`src/rtl/pipe_rr_sched.sv`:
```
// Round-robin scheduler sharing one LAT-cycle add/sub-multiply pipeline among NREQ requesters.
// Define PIPE_RR_SCHED_STATS_EN to add per-requester saturating issue counters and stat ports.
module pipe_rr_sched #(
    parameter int unsigned NREQ = 4,
    parameter int unsigned LAT  = 2
) (
    input  logic                      clk,
    input  logic                      reset,
    input  logic                      en,
    input  logic [NREQ-1:0]           req,
    input  logic [8*NREQ-1:0]         op_a,
    input  logic [8*NREQ-1:0]         op_b,
    input  logic [8*NREQ-1:0]         op_c,
    input  logic [NREQ-1:0]           op_s,
    output logic [NREQ-1:0]           gnt,
    output logic [7:0]                pipe_a,
    output logic [7:0]                pipe_b,
    output logic [7:0]                pipe_c,
    output logic                      pipe_s,
    input  logic [15:0]               pipe_d,
    output logic [NREQ-1:0]           rsp_valid,
    output logic [15:0]               rsp_data,
`ifdef PIPE_RR_SCHED_STATS_EN
    input  logic [$clog2(NREQ)-1:0]   stat_sel,
    output logic [15:0]               stat_cnt,
`endif
    output logic                      idle
);
    localparam int unsigned IW = $clog2(NREQ);

    typedef enum logic [1:0] {StIdle, StRun, StDrain} state_e;

    state_e         r_state;
    logic [IW-1:0]  r_ptr;
    logic [LAT-1:0] r_vld;
    logic [IW-1:0]  r_idx [LAT];

    logic           w_issue_ok;
    logic           w_win_vld;
    logic [IW-1:0]  w_win_idx;
    logic           w_rem;

    assign w_issue_ok = (r_state == StRun) && en;

    // Search starts just past the last winner so every requester gets a turn.
    always_comb begin : arb
        logic [IW-1:0] v_j;
        w_win_vld = 1'b0;
        w_win_idx = '0;
        v_j       = '0;
        for (int k = 1; k <= int'(NREQ); k++) begin
            v_j = IW'((int'(r_ptr) + k) % int'(NREQ));
            if (w_issue_ok && !w_win_vld && req[v_j]) begin
                w_win_vld = 1'b1;
                w_win_idx = v_j;
            end
        end
    end

    always_comb begin
        gnt    = '0;
        pipe_a = '0;
        pipe_b = '0;
        pipe_c = '0;
        pipe_s = 1'b0;
        if (w_win_vld) begin
            gnt[w_win_idx] = 1'b1;
            pipe_a         = op_a[8*w_win_idx +: 8];
            pipe_b         = op_b[8*w_win_idx +: 8];
            pipe_c         = op_c[8*w_win_idx +: 8];
            pipe_s         = op_s[w_win_idx];
        end
    end

    always_comb begin
        rsp_valid = '0;
        if (r_vld[LAT-1]) begin
            rsp_valid[r_idx[LAT-1]] = 1'b1;
        end
    end

    assign rsp_data = pipe_d;

    // Anything still in flight after this edge, ignoring the stage that retires now.
    always_comb begin
        w_rem = 1'b0;
        for (int i = 0; i < int'(LAT) - 1; i++) begin
            w_rem = w_rem | r_vld[i];
        end
    end

    assign idle = (r_state == StIdle) && (r_vld == '0);

    always_ff @(posedge clk or negedge reset) begin
        if (!reset) begin
            r_state <= StIdle;
            r_ptr   <= IW'(NREQ - 1);
            r_vld   <= '0;
            for (int i = 0; i < int'(LAT); i++) begin
                r_idx[i] <= '0;
            end
        end else begin
            case (r_state)
                StIdle:  if (en) r_state <= StRun;
                StRun:   if (!en) r_state <= StDrain;
                StDrain: begin
                    if (en) begin
                        r_state <= StRun;
                    end else if (!w_rem) begin
                        r_state <= StIdle;
                    end
                end
                default: r_state <= StIdle;
            endcase
            if (w_win_vld) begin
                r_ptr <= w_win_idx;
            end
            r_vld[0] <= w_win_vld;
            r_idx[0] <= w_win_idx;
            for (int i = 1; i < int'(LAT); i++) begin
                r_vld[i] <= r_vld[i-1];
                r_idx[i] <= r_idx[i-1];
            end
        end
    end

`ifdef PIPE_RR_SCHED_STATS_EN
    logic [15:0] r_cnt [NREQ];

    always_ff @(posedge clk or negedge reset) begin
        if (!reset) begin
            for (int i = 0; i < int'(NREQ); i++) begin
                r_cnt[i] <= '0;
            end
        end else if (w_win_vld && (r_cnt[w_win_idx] != 16'hFFFF)) begin
            r_cnt[w_win_idx] <= r_cnt[w_win_idx] + 16'd1;
        end
    end

    assign stat_cnt = r_cnt[stat_sel];
`endif

endmodule

```
`config.mk`:
```
export PLATFORM = sky130hd
export DESIGN_NAME = pipe_rr_sched
export DESIGN_NICKNAME = d
export VERILOG_FILES = /design/src/rtl/pipe_rr_sched.sv
export SDC_FILE = /design/constraint.sdc
export NUM_CORES = 1
export LEC_CHECK = 0
export ABC_AREA = 1
export CAP_MARGIN = 20
export CORE_UTILIZATION = 34
export CTS_BUF_LIST = sky130_fd_sc_hd__clkbuf_4
export DETAILED_ROUTE_END_ITERATION = 7
export PLACE_DENSITY = 0.95
export RECOVER_POWER = 100
export SLEW_MARGIN = 20
export SYNTH_ARGS = -nofsm -noshare
export SYNTH_HDL_FRONTEND = slang
export SYNTH_SLANG_ARGS = --single-unit
```
`constraint.sdc`:
```
create_clock -name clk -period 4 [get_ports clk]
set_clock_uncertainty 0.2 [all_clocks]
set_input_delay 0.4 -clock clk [delete_from_list [all_inputs] [get_ports clk]]
set_output_delay 0.4 -clock clk [all_outputs]
set_load 0.05 [all_outputs]
```
==> results_dict.tcl, run 1 <==
set metrics [dict create \
    status "completed" \
    max_slew_margin 0.6068 \
    cts_buffers 3 \
    worst-r2r-setup-slack_ps 1330 \
    cap_violations 0 \
    dp.cells 539 \
    post-cts-setup-buffers 0 \
    drc 0 \
    dpl.hpwl_um 5547 \
    areaGrowthSynthToFinish_pct 72.85 \
    wl_um 7464 \
    postCtsHoldBufs 0 \
    firstDrtPassIters 7 \
    timing.rr.end "r_ptr[0]" \
    synth_seq_area_share 0.1348 \
    ant_nets 0 \
    wl_met1_um 2783 \
    fp.dieArea_um2 5817 \
    clk_pin_slew_ps 70 \
    min_period_ps 3694 \
    synth.top_cells.by_area "nand2_1 (33%), nand3_1 (22%), dfrtp_1 (11%)" \
    required_ps 3400 \
    cts.sinks 10 \
    wl_met3_um 655 \
    p_per_area_nw_per_um2 622.6 \
    grt_pass1_vias 2697 \
    layout-drive-gt1-share 0.1036 \
    cts_resized 0 \
    hold-worst-slack_ps 152.8 \
    syn-instance-count 364 \
    setup-tns-final_ps 0 \
    crit_path_start "r_ptr[0]" \
    crit_arrival_ps 3090 \
    cts_tree "yes" \
    die_x_um 76.27 \
    crit_chain "inv_1, nand2_1, nand2_1, nand2_1, nand2_1, o21ai_2, nand4_1, nand2_1, buf_12, nand2_1, nand2_1, nand2_1, a21oi_1, clkbuf_2" \
    final_nets 597 \
    row_count 26 \
    cts_buffer_depth 2 \
    cp_top_family "simple AND/OR/NAND/NOR gates" \
    htree_levels 1 \
    path_class "reg -> out" \
    cp_common_cell "nand2_1" \
    r2r_start "r_ptr[0]" \
    crit_fanout 18 \
    grt_max_degree 51 \
    stdcell_count 543 \
    netlist_area_um2 1876 \
    vias_per_cell 5.249 \
    grt_usage 0.2490 \
    clk_latency_ps 280 \
    io_buffers 140 \
    ys_types 21 \
    ir_drop_mv 0.3365 \
    worstSetupEndpoint "pipe_b[5]" \
    fin_crit_sh 0.9235 \
    grt_setup_unrepaired "no" \
    antennaDiodeCount 0 \
    ys_ff_latch 10 \
    top_level_ports 173 \
    slew_viol_final 0 \
    yosysTopAreaCellShare 0.3262 \
    highest_layer "met4" \
    cp-start-kind "flip-flop" \
    die_h_um 76.27 \
    critPathCaptureType "output port" \
    syn_area_per_cell_um2 5.153 \
    cts_root_buf "clkbuf_4" \
    worst_path_max_delay_cell "dfstp_2" \
    vias 2850 \
    drtIter0Drc 149 \
    synth_area_leader_cell "nand2_1" \
    min_path_type "reg -> reg" \
    antenna_found_initial 0 \
    path_buf_inv 3 \
    ys_warn_count 0 \
    dr_wl_met2_um 3800 \
    grt_first_pass_wirelength_um 11890 \
    leakage_uw 0.001614 \
    hold_viol_final 0 \
    path_depth 14 \
    coreArea_um2 5205 \
    crit_path_max_incr_delay_ps 640 \
    syn-num-nets 487 \
    wl_per_cell_um 13.75 \
    setup_viol 0 \
    rr_worst_depth 11 \
    start_util 0.3603 \
    max_freq_mhz 270.7 \
    fin_util 0.6228 \
    gp_congestion 0.8982 \
    worst_pin_slew_ps 592.3 \
    grt_remaining_overflow 0 \
]
-- synth_stat cells --
cell	count
buf_2	10
o211ai_1	1
nor3_1	6
dfrtp_1	8
o21ai_2	1
o21ai_0	3
clkinv_2	1
nand4_2	2
nand3_1	82
inv_2	2
buf_4	21
nor2_1	8
nand2_1	163
nor4_1	1
a21oi_1	27
nand2_2	3
nor2_2	1
inv_1	12
clkbuf_1	8
dfstp_2	2
buf_6	2
-- registers in the layout, indices dropped and copies added (netlist names) --
name     cells
r_state      2
r_ptr        2
r_vld        2
r_idx        4
-- worst min-delay path by stage --
stage	startpoint	slack, ps	end	depth (start not counted)
after detailed placement	r_idx[2]	130	r_idx[0]	0
after CTS	r_idx[2]	150	r_idx[0]	0
after global placement	r_idx[2]	130	r_idx[0]	0
after global routing	r_idx[2]	160	r_idx[0]	0
final	r_idx[2]	150	r_idx[0]	0
after floorplan	reset	-100	r_idx[0]	0
-- routing by layer --
metal,vias up,GRT usage
li1,1387,-
met1,1278,0.2803
met2,165,0.4477
met3,20,0.04431
met4,0,0.1231
met5,-,0
-- power by group --
part	total [µW]	leakage, µW	internal (µW)	switching (µW)
clock	82.5	0.0000184	45.4	37.2
combinational	1760	0.00147	601	1150
sequential	180	0.000125	143	37.8
-- per-stage QoR --
stage               area, µm²  setup WS, ps  power, µW
detailed placement       3442         491.1       2107
CTS                      3472         301.4       2201
global placement         3442         567.9       2057
global route             3242         44.42       2192
finish                   3242         306.0       2018
floorplan                1876         700.9       1438
-- kinds of logic after synthesis --
kind of cell	share of synthesized area
AOI/OAI and AO/OA	0.08873
buffers and inverters	0.1694
DFF	0.1348
and+or+nand+nor	0.6071
-- cell type report --
class | count | area, µm²
Clock buffer | 4 | 30.03
Fill cell | 482 | 1963
Inverter | 15 | 57.56
Multi-Input combinational cell | 298 | 1301
Sequential cell | 10 | 252.7
Tap cell | 70 | 87.58
Timing Repair Buffer | 146 | 1513
-- cell usage in the layout, fill, tap and decap left out, drive strengths merged --
| cell | netlist | layout |
|---|---|---|
| a21oi | 27 | 27 |
| buf | 33 | 18 |
| clkbuf | 8 | 20 |
| clkdlybuf4s50 | 0 | 104 |
| clkinv | 1 | 1 |
| dfrtp | 8 | 8 |
| dfstp | 2 | 2 |
| dlygate4sd3 | 0 | 7 |
| dlymetal6s2s | 0 | 1 |
| inv | 14 | 14 |
| nand2 | 166 | 166 |
| nand3 | 82 | 82 |
| nand4 | 2 | 2 |
| nor2 | 9 | 9 |
| nor3 | 6 | 6 |
| nor4 | 1 | 1 |
| o211ai | 1 | 1 |
| o21ai | 4 | 4 |
(Power assumes the default switching activity.)
==> inputs of run 2 (changes only) <==
--- a/config.mk
+++ b/config.mk
@@ -6,7 +6,7 @@
 export NUM_CORES = 1
 export LEC_CHECK = 0
 export ABC_AREA = 1
-export CAP_MARGIN = 20
+export CAP_MARGIN = 40
 export CORE_UTILIZATION = 34
 export CTS_BUF_LIST = sky130_fd_sc_hd__clkbuf_4
 export DETAILED_ROUTE_END_ITERATION = 7
==> results of run 2 <==
The final DEF is identical to that of run 1; final timing and power are the same.
